<file path="src/rtl/bsg_axil_mux_pkg.sv">
// bsg_axil_mux_pkg: shared state encoding and AXI-Lite response codes for the AXI-Lite mux
package bsg_axil_mux_pkg;
  typedef enum logic {e_idle, e_busy} state_e;
  localparam logic [1:0] axil_resp_okay = 2'b00;
  localparam logic [1:0] axil_resp_slverr = 2'b10;
endpackage

</file>
<file path="src/rtl/bsg_axil_mux_rr_chan_arb.sv">
// bsg_axil_mux_rr_chan_arb: round-robin arbiter with a grant register held until the release pulse
module bsg_axil_mux_rr_chan_arb
  import bsg_axil_mux_pkg::*;
#(
  parameter int num_s_p = 2,
  localparam int lg_num_s_lp = (num_s_p > 1) ? $clog2(num_s_p) : 1
) (
  input  logic                   clk_i,
  input  logic                   reset_i,
  input  logic [num_s_p-1:0]     req_i,
  input  logic                   release_i,
  output logic                   busy_o,
  output logic [num_s_p-1:0]     grant_oh_o,
  output logic [lg_num_s_lp-1:0] grant_idx_o
);
  localparam logic [num_s_p-1:0] one_lp = num_s_p'(1);
  state_e state_r;
  logic [lg_num_s_lp-1:0] ptr_r, grant_r, win;
  logic found;
  always_comb begin
    win = '0;
    found = 1'b0;
    for (int k = 0; k < num_s_p; k++) begin
      if (!found && req_i[(int'(ptr_r) + k) % num_s_p]) begin
        found = 1'b1;
        win = lg_num_s_lp'((int'(ptr_r) + k) % num_s_p);
      end
    end
  end
  always_ff @(posedge clk_i) begin
    if (reset_i) begin
      state_r <= e_idle;
      ptr_r <= '0;
      grant_r <= '0;
    end else if (state_r == e_idle) begin
      if (found) begin
        grant_r <= win;
        state_r <= e_busy;
      end
    end else if (release_i) begin
      state_r <= e_idle;
      ptr_r <= (grant_r == lg_num_s_lp'(num_s_p - 1)) ? '0 : grant_r + 1'b1;
    end
  end
  assign busy_o = (state_r == e_busy);
  assign grant_oh_o = busy_o ? (one_lp << grant_r) : '0;
  assign grant_idx_o = grant_r;
endmodule

</file>
<file path="src/rtl/bsg_axil_mux_rr.sv">
// bsg_axil_mux_rr: N-to-1 AXI-Lite mux with independent round-robin write and read arbiters
module bsg_axil_mux_rr
  import bsg_axil_mux_pkg::*;
#(
  parameter int addr_width_p = 32,
  parameter int data_width_p = 32,
  parameter int num_s_p = 2,
  localparam int lg_num_s_lp = (num_s_p > 1) ? $clog2(num_s_p) : 1
) (
  input  logic                                clk_i,
  input  logic                                reset_i,
  input  logic [num_s_p*addr_width_p-1:0]     s_axi_awaddr_i,
  input  logic [num_s_p*3-1:0]                s_axi_awprot_i,
  input  logic [num_s_p-1:0]                  s_axi_awvalid_i,
  output logic [num_s_p-1:0]                  s_axi_awready_o,
  input  logic [num_s_p*data_width_p-1:0]     s_axi_wdata_i,
  input  logic [num_s_p*data_width_p/8-1:0]   s_axi_wstrb_i,
  input  logic [num_s_p-1:0]                  s_axi_wvalid_i,
  output logic [num_s_p-1:0]                  s_axi_wready_o,
  output logic [num_s_p*2-1:0]                s_axi_bresp_o,
  output logic [num_s_p-1:0]                  s_axi_bvalid_o,
  input  logic [num_s_p-1:0]                  s_axi_bready_i,
  input  logic [num_s_p*addr_width_p-1:0]     s_axi_araddr_i,
  input  logic [num_s_p*3-1:0]                s_axi_arprot_i,
  input  logic [num_s_p-1:0]                  s_axi_arvalid_i,
  output logic [num_s_p-1:0]                  s_axi_arready_o,
  output logic [num_s_p*data_width_p-1:0]     s_axi_rdata_o,
  output logic [num_s_p*2-1:0]                s_axi_rresp_o,
  output logic [num_s_p-1:0]                  s_axi_rvalid_o,
  input  logic [num_s_p-1:0]                  s_axi_rready_i,
  output logic [addr_width_p-1:0]             m_axi_awaddr_o,
  output logic [2:0]                          m_axi_awprot_o,
  output logic                                m_axi_awvalid_o,
  input  logic                                m_axi_awready_i,
  output logic [data_width_p-1:0]             m_axi_wdata_o,
  output logic [data_width_p/8-1:0]           m_axi_wstrb_o,
  output logic                                m_axi_wvalid_o,
  input  logic                                m_axi_wready_i,
  input  logic [1:0]                          m_axi_bresp_i,
  input  logic                                m_axi_bvalid_i,
  output logic                                m_axi_bready_o,
  output logic [addr_width_p-1:0]             m_axi_araddr_o,
  output logic [2:0]                          m_axi_arprot_o,
  output logic                                m_axi_arvalid_o,
  input  logic                                m_axi_arready_i,
  input  logic [data_width_p-1:0]             m_axi_rdata_i,
  input  logic [1:0]                          m_axi_rresp_i,
  input  logic                                m_axi_rvalid_i,
  output logic                                m_axi_rready_o
);
  localparam int sw_lp = data_width_p / 8;
  logic wbusy, rbusy, b_fire, r_fire;
  logic aw_done_r, w_done_r, ar_done_r;
  logic [num_s_p-1:0] wg_oh, rg_oh;
  logic [lg_num_s_lp-1:0] wg, rg;
  bsg_axil_mux_rr_chan_arb #(.num_s_p(num_s_p)) warb (
    .clk_i(clk_i), .reset_i(reset_i), .req_i(s_axi_awvalid_i), .release_i(b_fire),
    .busy_o(wbusy), .grant_oh_o(wg_oh), .grant_idx_o(wg)
  );
  bsg_axil_mux_rr_chan_arb #(.num_s_p(num_s_p)) rarb (
    .clk_i(clk_i), .reset_i(reset_i), .req_i(s_axi_arvalid_i), .release_i(r_fire),
    .busy_o(rbusy), .grant_oh_o(rg_oh), .grant_idx_o(rg)
  );
  assign m_axi_awaddr_o = s_axi_awaddr_i[wg*addr_width_p +: addr_width_p];
  assign m_axi_awprot_o = s_axi_awprot_i[wg*3 +: 3];
  assign m_axi_awvalid_o = wbusy & s_axi_awvalid_i[wg] & ~aw_done_r;
  assign s_axi_awready_o = wg_oh & {num_s_p{m_axi_awready_i & ~aw_done_r}};
  assign m_axi_wdata_o = s_axi_wdata_i[wg*data_width_p +: data_width_p];
  assign m_axi_wstrb_o = s_axi_wstrb_i[wg*sw_lp +: sw_lp];
  assign m_axi_wvalid_o = wbusy & s_axi_wvalid_i[wg] & ~w_done_r;
  assign s_axi_wready_o = wg_oh & {num_s_p{m_axi_wready_i & ~w_done_r}};
  assign s_axi_bresp_o = {num_s_p{m_axi_bresp_i}};
  assign s_axi_bvalid_o = wg_oh & {num_s_p{m_axi_bvalid_i}};
  assign m_axi_bready_o = wbusy & s_axi_bready_i[wg];
  assign b_fire = m_axi_bvalid_i & m_axi_bready_o;
  assign m_axi_araddr_o = s_axi_araddr_i[rg*addr_width_p +: addr_width_p];
  assign m_axi_arprot_o = s_axi_arprot_i[rg*3 +: 3];
  assign m_axi_arvalid_o = rbusy & s_axi_arvalid_i[rg] & ~ar_done_r;
  assign s_axi_arready_o = rg_oh & {num_s_p{m_axi_arready_i & ~ar_done_r}};
  assign s_axi_rdata_o = {num_s_p{m_axi_rdata_i}};
  assign s_axi_rresp_o = {num_s_p{m_axi_rresp_i}};
  assign s_axi_rvalid_o = rg_oh & {num_s_p{m_axi_rvalid_i}};
  assign m_axi_rready_o = rbusy & s_axi_rready_i[rg];
  assign r_fire = m_axi_rvalid_i & m_axi_rready_o;
  always_ff @(posedge clk_i) begin
    if (reset_i | b_fire) begin
      aw_done_r <= 1'b0;
      w_done_r <= 1'b0;
    end else begin
      aw_done_r <= aw_done_r | (m_axi_awvalid_o & m_axi_awready_i);
      w_done_r <= w_done_r | (m_axi_wvalid_o & m_axi_wready_i);
    end
  end
  always_ff @(posedge clk_i) begin
    if (reset_i | r_fire) ar_done_r <= 1'b0;
    else ar_done_r <= ar_done_r | (m_axi_arvalid_o & m_axi_arready_i);
  end
endmodule

</file>
<file path="config.mk">
export PLATFORM = sky130hd
export DESIGN_NAME = bsg_axil_mux_rr
export DESIGN_NICKNAME = d
export VERILOG_FILES = /design/src/rtl/bsg_axil_mux_pkg.sv /design/src/rtl/bsg_axil_mux_rr_chan_arb.sv /design/src/rtl/bsg_axil_mux_rr.sv
export SDC_FILE = /design/constraint.sdc
export NUM_CORES = 1
export LEC_CHECK = 0
export ABC_AREA = 1
export BUFFER_PORTS_ARGS = -buffer_cell sky130_fd_sc_hd__buf_2
export CORE_AREA = 2 2 177 179
export DETAILED_ROUTE_END_ITERATION = 10
export DIE_AREA = 0 0 179 181
export GPL_TIMING_DRIVEN = 0
export SYNTH_ARGS = -nofsm -noshare
export SYNTH_HDL_FRONTEND = slang
export SYNTH_HIERARCHICAL = 1
export SYNTH_SLANG_ARGS = --single-unit
</file>
<file path="constraint.sdc">
create_clock -name clk_i -period 1.7 [get_ports clk_i]
set_clock_uncertainty 0.1 [all_clocks]
set_input_delay 0.255 -clock clk_i [delete_from_list [all_inputs] [get_ports clk_i]]
set_output_delay 0.255 -clock clk_i [all_outputs]
set_load 0.005 [all_outputs]
</file>
==> results.sh, run 1 <==
export IMPL_synth_simple_area_share_pct=58.43
export IMPL_slew_headroom_pct=84.73
export IMPL_crit_start="warb/grant_idx_o"
export IMPL_wl_per_cell_um=11.34
export IMPL_synth_top_family_by_area="simple AND/OR/NAND/NOR gates"
export IMPL_root_buffer="clkbuf_16"
export IMPL_yosysUniqueCellTypes=14
export IMPL_critPathTopFamily="buffers and inverters"
export IMPL_rsz0062_at_grt="yes"
export IMPL_synth_mux_area_share_pct=0
export IMPL_synth_adder_area_share_pct=0
export IMPL_end_kind="output port"
export IMPL_min_path_type="in2reg"
export IMPL_crit_fanout=10
export IMPL_ys_seq_area_share_pct=7.222
export IMPL_grt_pass1_vias=4265
export IMPL_rr_worst_depth=8
export IMPL_min_period_ns=1.639
export IMPL_rr_endpoint="rarb/ptr_r"
export IMPL_hold_depth=2
export IMPL_synthCells=526
export IMPL_dr_pass1_iters=5
export IMPL_leakagePower_nw=3.525
export IMPL_num_vias=4579
export IMPL_drv_cap=0
export IMPL_syn_avg_cell_area_um2=4.743
export IMPL_dp_slack_ns=0.05285
export IMPL_grt_max_degree=11
export IMPL_setup_violations=0
export IMPL_die_w_um=179
export IMPL_hold_viol=0
export IMPL_r2r_start="rarb/grant_idx_o"
export IMPL_synth_cell_area_um2=2495
export IMPL_htree_levels=1
export IMPL_grt_pass1_wl_um=21340
export IMPL_powerDensity_nw_per_um2=353.1
export IMPL_worstSetupStartpointType="flop"
export IMPL_holdBufCountCts=0
export IMPL_clock_latency_ns=0.23
export IMPL_syn_to_final_growth_pct=112.4
export IMPL_cp_slowest_cell="dfxtp_4"
export IMPL_layout_nets=1217
export IMPL_cp_common_cell="nand2_1"
export IMPL_fin_cells=1351
export IMPL_hold_end="rarb/ptr_r"
export IMPL_port_buffers=421
export IMPL_via_per_inst=3.389
export IMPL_crit_arrival_ns=1.28
export IMPL_hpwl_um=14010
export IMPL_fin_util_pct=17.46
export IMPL_drive_gt1_share_pct=55.42
export IMPL_die_area_um2=32400
export IMPL_slew_viol_final=0
export IMPL_status="complete, no violations"
export IMPL_ys_ff_latch=9
export IMPL_ios=458
export IMPL_clk_path_buf_depth=2
export IMPL_layout_common_cells="buf_2, nand2_1, buf_4"
export IMPL_numCtsBuffers=3
export IMPL_grt_ovfl_total=0
export IMPL_synth_nets=791
export IMPL_antenna_found_initial=4
export IMPL_fmax_mhz=610.1
export IMPL_synth_compound_area_share_pct=1.805
export IMPL_vdd_ir_drop_max_mv=0.3308
export IMPL_num_rows=64
export IMPL_synth_top_area_share_pct=52.66
export IMPL_reg2reg_slack_ns=0.38
export IMPL_worst_slack_ns=0.06102
export IMPL_whs_ns=0.1893
export IMPL_floorplan_initialDensity_pct=8.221
export IMPL_final_common_cell="buf_2"
export IMPL_critPathMaxStageDelay_ns=0.36
export IMPL_tightestPinTransition_ns=0.2283
export IMPL_yosys_warnings=6
export IMPL_dp_cells=1343
export IMPL_clk_pin_slew_ns=0.04
export IMPL_ant_nets=0
export IMPL_gr_usage_all_layers_pct=8.482
export IMPL_hp_start="reset_i"
export IMPL_synthXorXnorAreaFrac_pct=0
export IMPL_core_um2=30350
export IMPL_routed_wirelength_um=15320
export IMPL_drc=0
export IMPL_place_gp_congestion=0.8371
export IMPL_path_class="reg2out"
export IMPL_dr_first_iter_drc_count=119
export IMPL_crit_chain="inv_2 > buf_12 > clkbuf_4 > nand2_1 > nand2_1 > buf_2"
export IMPL_cts_tree="done"
export IMPL_worstPathRequired_ns=1.34
export IMPL_power_mw=1.872
export IMPL_yosysTopAreaCell="nand2_1"
export IMPL_synth_area_leaders="nand2_1, buf_4, dfxtp_1"
export IMPL_fin_crit_sh_pct=96.41
export IMPL_clock_sinks=9
export IMPL_die_h_um=181
export IMPL_path_buf_inv=4
-- where the power goes --
part,switching [mW],internal (mW)
combinational,0.559,0.663
sequential,0.0156,0.223
clock,0.0973,0.313
total,0.672,1.20
-- synth_stat cells, drive strengths merged --
library cell / number
buf: 95
nand3: 4
a21oi: 9
nand4: 3
dfxtp: 9
nor2: 13
nor3: 4
and3: 5
inv: 34
nand2: 350
-- final cells by class --
| class | instances | area, um^2 |
|---|---|---|
| Antenna cell | 4 | 10.01 |
| Fill cell | 3542 | 25050 |
| Multi-Input combinational cell | 388 | 1510 |
| Inverter | 34 | 130.1 |
| Sequential cell | 9 | 187.7 |
| Clock buffer | 4 | 78.83 |
| Buffer | 95 | 780.7 |
| Timing Repair Buffer | 421 | 2107 |
| Tap cell | 396 | 495.5 |
-- metrics by stage --
step	TNS, ns	area [um^2]
4_1_cts	0	5235
3_5_place_dp	0	5097
5_1_grt	-0.06279	5300
6_report	0	5300
2_1_floorplan	0	2495
3_3_place_gp	0	5097
-- cell families after synthesis --
family / Yosys count
buf+inv: 129
flops: 9
compound gates: 9
simple gates: 379
-- metal layers --
layer / wire, um / part of all wire [%] / global-route usage, %
met4: 116 / 0.76 / 1.789
met2: 8207 / 54 / 17.23
met3: 1490 / 9.7 / 1.747
met1: 5504 / 36 / 8.638
met5: 0 / 0 / 0
-- how the worst max path moves through the flow --
stage	slack (ns)	depth (start not counted)	endpoint
floorplan	0.43	8	rarb/ptr_r
detailed placement	0.05	5	m_axi_wdata_o[26]
CTS	0.02	5	m_axi_wdata_o[26]
global route	-0.04	5	s_axi_awready_o[0]
global placement	0.06	6	m_axi_wdata_o[23]
finish	0.06	6	m_axi_awprot_o[0]
-- state kept, by name, summed over array words and instances (netlist names) --
register	flops
warb/ptr_r	1
warb/grant_idx_o	1
w_done_r	1
warb/busy_o	1
rarb/ptr_r	1
ar_done_r	1
rarb/busy_o	1
aw_done_r	1
rarb/grant_idx_o	1
-- repair_timing --
action | in CTS | in global routing
setup buffers | 0 | 0
resized for setup | 20 | 16
endpoints found under the setup margin | 104 | 60
(Power assumes the default switching activity.)
==> run 2: changes to the inputs <==
- CORE_AREA: 2 2 177 179 -> 2 2 176 178
- DIE_AREA: 0 0 179 181 -> 0 0 178 180
- SYNTH_HIERARCHICAL: 1 -> default
==> results.sh, run 2 <==
export IMPL_antenna_diode_count=0
export IMPL_dr_first_iter_drc_count=99
export IMPL_ys_flop_type="dfxtp_1"
export IMPL_placed_cell_area_um2=4985
export IMPL_yosysTopAreaCell="nand2_1"
export IMPL_reg2reg_slack_ns=0.55
export IMPL_slew_headroom_pct=85.47
export IMPL_die_w_um=178
export IMPL_crit_arrival_ns=1.28
export IMPL_ys_ff_latch=9
export IMPL_grt_pass1_vias=4070
export IMPL_end_kind="output port"
export IMPL_yosysUniqueCellTypes=15
export IMPL_stdcell_area_um2=5182
export IMPL_rsz0062_at_grt="no"
export IMPL_ys_seq_area_share_pct=7.563
export IMPL_synth_edff_count=0
export IMPL_final_common_cell="buf_2"
export IMPL_path_class="reg2out"
export IMPL_crit_fanout=10
export IMPL_worstSetupStartpointType="flop"
export IMPL_slew_viol_final=0
export IMPL_via_per_inst=3.350
export IMPL_num_rows=64
export IMPL_critPathMaxStageDelay_ns=0.39
export IMPL_numCtsBuffers=3
export IMPL_grt_ovfl_total=0
export IMPL_tns_ns=0
export IMPL_leakagePower_nw=3.388
export IMPL_critPathTopFamily="buffers and inverters"
export IMPL_ys_top_cells_by_count="nand2_1, buf_4, inv_1, a21oi_1"
export IMPL_holdBufCountCts=0
export IMPL_syn_avg_cell_area_um2=4.746
export IMPL_yosysMostFrequentCell="nand2_1"
export IMPL_crit_chain="buf_12 > buf_6 > nand2_1 > nand2_1 > buf_2"
export IMPL_worstPathRequired_ns=1.34
export IMPL_gr_usage_all_layers_pct=9.440
export IMPL_drv_cap=0
export IMPL_cp_slowest_cell="dfxtp_4"
export IMPL_clk_path_buf_depth=2
export IMPL_layout_common_cells="buf_2, nand2_1, buf_4"
export IMPL_htree_levels=1
export IMPL_path_buf_inv=3
export IMPL_postCtsSetupBuffers=0
export IMPL_setup_violations=0
export IMPL_synth_area_leaders="nand2_1, buf_4, dfxtp_1"
export IMPL_drive_gt1_share_pct=56.96
export IMPL_rr_worst_depth=5
export IMPL_clock_sinks=9
export IMPL_hpwl_um=15070
export IMPL_hold_viol=0
export IMPL_powerDensity_nw_per_um2=366.8
export IMPL_fin_util_pct=17.17
export IMPL_num_vias=4432
export IMPL_layout_nets=1193
export IMPL_root_buffer="clkbuf_16"
export IMPL_synth_top_area_share_pct=54.04
export IMPL_synthCells=502
export IMPL_fin_crit_sh_pct=95.88
export IMPL_async_flop_share_pct=0
export IMPL_r2r_start="warb.grant_idx_o"
export IMPL_grt_max_degree=11
export IMPL_place_gp_congestion=0.8043
export IMPL_hp_start="m_axi_awready_i"
export IMPL_vdd_ir_drop_max_mv=0.2131
export IMPL_dp_cells=1319
export IMPL_synth_nets=767
export IMPL_cts_tree="done"
export IMPL_clock_latency_ns=0.24
export IMPL_routed_wirelength_um=16670
export IMPL_ios=458
export IMPL_syn_to_final_growth_pct=117.5
export IMPL_rr_endpoint="warb.busy_o"
export IMPL_port_buffers=421
export IMPL_fin_cells=1323
export IMPL_cp_common_cell="nand2_1"
export IMPL_grt_pass1_wl_um=22620
export IMPL_min_period_ns=1.630
export IMPL_wl_per_cell_um=12.60
export IMPL_status="complete, no violations"
export IMPL_hold_end="aw_done_r"
export IMPL_tightestPinTransition_ns=0.2156
export IMPL_clk_pin_slew_ns=0.04
export IMPL_yosys_warnings=0
export IMPL_die_h_um=180
export IMPL_fmax_mhz=613.5
export IMPL_hold_depth=3
export IMPL_dr_pass1_iters=5
export IMPL_drc=0
export IMPL_min_path_type="in2reg"
export IMPL_power_mw=1.901
export IMPL_antenna_found_initial=6
export IMPL_ant_nets=0
export IMPL_core_um2=30190
export IMPL_die_area_um2=32040
export IMPL_floorplan_initialDensity_pct=7.891
export IMPL_synth_cell_area_um2=2382
-- run 2: cell types whose count changed after synthesis, sizes merged, moves of 2 or more --
cell,before,now
inv,34,17
a21oi,9,11
clkbuf,0,7
nand3,4,6
o21ai,0,3
nor3,4,6
buf,95,87
nand2,350,343
and3,5,1
nor2,13,10
-- run 2: worst max path at each step --
stage | startpoint | to | slack (ns) | cells past startpoint
global route | warb.grant_idx_o | m_axi_wdata_o[27] | 0.001 | 5
detailed placement | warb.grant_idx_o | m_axi_wdata_o[8] | -0.18 | 5
floorplan | warb.grant_idx_o | m_axi_awaddr_o[0] | 0.51 | 4
global placement | warb.grant_idx_o | m_axi_wdata_o[27] | -0.15 | 5
CTS | warb.grant_idx_o | m_axi_wdata_o[8] | -0.02 | 5
finish | warb.grant_idx_o | m_axi_wdata_o[8] | 0.07 | 5
-- run 2: cell type report --
| cell class | instances | area [um^2] |
|---|---|---|
| buffer | 94 | 750.7 |
| clock buffer | 4 | 78.83 |
| fill | 3533 | 25010 |
| inverter | 17 | 71.32 |
| multi-input combinational | 382 | 1491 |
| sequential | 9 | 187.7 |
| tap | 396 | 495.5 |
| timing repair buffer | 421 | 2107 |
-- run 2: timing repair --
| action | in CTS | in global routing |
|---|---|---|
| pin swaps | 0 | 0 |
| endpoints found under the setup margin | 77 | 46 |
| gates resized for setup | 31 | 15 |
-- run 2: per-stage QoR --
step	worst slack, ns	hold slack (ns)
after global routing	0.001369	0.1968
after global placement	-0.1546	0.3472
after detailed placement	-0.1771	0.3552
after CTS	-0.02471	0.1635
final	0.06996	0.1682
after floorplan	0.5063	0.2241
-- run 2: per-layer routing --
metal | GRT usage (%) | part of all wire [%] | up-vias
met5 | 0 | 0.16 | -
met3 | 2.179 | 10 | 17
li1 | - | - | 2278
met1 | 7.988 | 32 | 1848
met2 | 21.01 | 57 | 285
met4 | 1.967 | 1.1 | 4
-- run 2: logic make-up after synthesis --
group                  count (synthesis)  share of synthesized area [%]
AO/OA/AOI/OAI                         14                          2.941
buffers and inverters                111                          30.15
flip-flops                             9                          7.563
AND/OR/NAND/NOR                      368                          59.35
-- run 2: worst reg2reg max path, stage by stage, from the launching register on --
cell	delay [ns]
dfxtp_4	0.39
buf_12	0.16
nand2_1	0.08
nand2_1	0.08
nand3_2	0.08
and3_1	0.15
-- run 2: power by group --
group	total [mW]	switching, mW	internal, mW
Clock	0.425	0.111	0.314
Combinational	1.23	0.569	0.663
Sequential	0.245	0.0179	0.227
Total	1.90	0.698	1.20
==> run 3: changes to the inputs <==
- CORE_AREA: 2 2 176 178 -> 2 2 180 182
- DIE_AREA: 0 0 178 180 -> 0 0 182 184
- clock period: 1.7 -> 2 ns (I/O delays scaled with it)
==> results.sh, run 3 (same netlist as run 2, synthesis figures left out) <==
export IMPL_placed_cell_area_um2=4992
export IMPL_core_um2=31390
export IMPL_setup_violations=0
export IMPL_clockPowerShare_pct=22.4
export IMPL_switching_share_pct=37.16
export IMPL_dr_first_iter_drc_count=121
export IMPL_fin_cells=1330
export IMPL_syn_to_final_growth_pct=113.9
export IMPL_worstSetupStartpointType="flop"
export IMPL_grt_max_degree=11
export IMPL_final_common_cell="buf_2"
export IMPL_ios=458
export IMPL_layout_common_cells="buf_2, nand2_1, buf_4"
export IMPL_port_buffers=421
export IMPL_drc=0
export IMPL_holdBufCountCts=0
export IMPL_grt_ovfl_total=0
export IMPL_gr_usage_all_layers_pct=8.685
export IMPL_postCtsSetupBuffers=0
export IMPL_slew_viol_final=0
export IMPL_numCtsBuffers=3
export IMPL_die_h_um=184
export IMPL_fin_crit_sh_pct=93.62
export IMPL_rr_endpoint="w_done_r"
export IMPL_via_per_inst=3.330
export IMPL_antenna_found_initial=4
export IMPL_drv_cap=0
export IMPL_die_w_um=182
export IMPL_clk_pin_slew_ns=0.04
export IMPL_leakagePower_nw=3.361
export IMPL_path_class="reg2out"
export IMPL_floorplan_initialDensity_pct=7.589
export IMPL_drive_gt1_share_pct=56.31
export IMPL_num_rows=65
export IMPL_power_mw=1.596
export IMPL_hold_depth=3
export IMPL_ant_nets=0
export IMPL_min_period_ns=1.872
export IMPL_num_vias=4429
export IMPL_place_gp_congestion=0.8519
export IMPL_p_sw_uw=593.1
export IMPL_fmax_mhz=534.1
export IMPL_rsz0062_at_grt="no"
export IMPL_rr_worst_depth=6
export IMPL_clock_latency_ns=0.23
export IMPL_tightestPinTransition_ns=0.2494
export IMPL_hold_end="aw_done_r"
export IMPL_slew_headroom_pct=83.37
export IMPL_min_path_type="in2reg"
export IMPL_reg2reg_slack_ns=0.74
export IMPL_tns_ns=0
export IMPL_routed_wirelength_um=16300
export IMPL_stdcell_area_um2=5096
export IMPL_grt_pass1_vias=3988
export IMPL_end_kind="output port"
export IMPL_combPwrFrac_pct=64.7
export IMPL_layout_nets=1193
export IMPL_die_area_um2=33490
export IMPL_pwr_share_seq_pct=12.9
export IMPL_root_buffer="clkbuf_16"
export IMPL_vdd_ir_drop_max_mv=0.1680
export IMPL_hold_viol=0
export IMPL_nFillCells=3667
export IMPL_p_int_mw=1.003
export IMPL_hp_start="m_axi_awready_i"
export IMPL_hpwl_um=14780
export IMPL_worstPathRequired_ns=1.60
export IMPL_htree_levels=1
export IMPL_clock_sinks=9
export IMPL_clk_path_buf_depth=2
export IMPL_dp_cells=1325
export IMPL_crit_arrival_ns=1.47
export IMPL_crit_fanout=10
export IMPL_status="complete, no violations"
export IMPL_r2r_start="warb.grant_idx_o"
export IMPL_cts_tree="done"
export IMPL_grt_pass1_wl_um=21980
export IMPL_wl_per_cell_um=12.26
export IMPL_powerDensity_nw_per_um2=313.2
export IMPL_dr_pass1_iters=4
## run 3: per-layer routing
layer	part of all wire, %	vias up	routed length, um	track usage, %
met3	11	10	1872	2.833
met4	0.69	0	113	1.323
li1	-	2283	-	-
met2	57	296	9237	19.25
met1	31	1840	5077	7.375
met5	0	-	0	0
## run 3: how the worst max path moves through the flow
stage | startpoint | end | slack (ns)
floorplan | warb.grant_idx_o | m_axi_awaddr_o[0] | 0.76
global placement | warb.grant_idx_o | m_axi_wdata_o[15] | 0.04
detailed placement | warb.grant_idx_o | m_axi_wdata_o[15] | 0.006
CTS | warb.grant_idx_o | m_axi_wdata_o[20] | 0.008
global route | warb.grant_idx_o | m_axi_wdata_o[18] | 0.04
finish | warb.grant_idx_o | m_axi_wstrb_o[1] | 0.13
## run 3: power by group through the flow
stage	registers, mW	clock network, mW	logic, mW
floorplan	0.205	0	0.436
global placement	0.207	0	1.04
detailed placement	0.208	0	1.05
CTS	0.205	0.374	1.05
global route	0.207	0.388	1.16
finish	0.206	0.358	1.03
## run 3: per-stage QoR
step / hold slack [ns] / worst slack, ns / util [%]
floorplan: 0.2691 / 0.7613 / -
global placement: 0.3540 / 0.03827 / 15.90
detailed placement: 0.3548 / 0.005689 / 15.90
CTS: 0.2162 / 0.007745 / 16.18
global route: 0.2284 / 0.03823 / 16.23
finish: 0.2185 / 0.1275 / 16.23
## run 3: repair_timing
action	CTS	global route
resized for setup	6	9
endpoints found under the setup margin	40	21
cloned	0	0
## run 3: layout make-up
class	count	area (um^2)	share of cell area, %
flip-flops and latches	9	180.2	3.535
diodes	1	2.502	0.04910
well taps	402	503.0	9.870
clock buffers	4	78.83	1.547
multi-input cells	382	1484	29.12
repair buffers	421	2107	41.35
plain buffers	94	674.4	13.23
inverters	17	66.31	1.301
## run 3: worst max-delay path, stage by stage, from the launching register on
cell and delay (ns):
dfxtp_1 0.43, buf_6 0.22, buf_2 0.27, nand2_1 0.09
nand2_1 0.07, buf_2 0.15
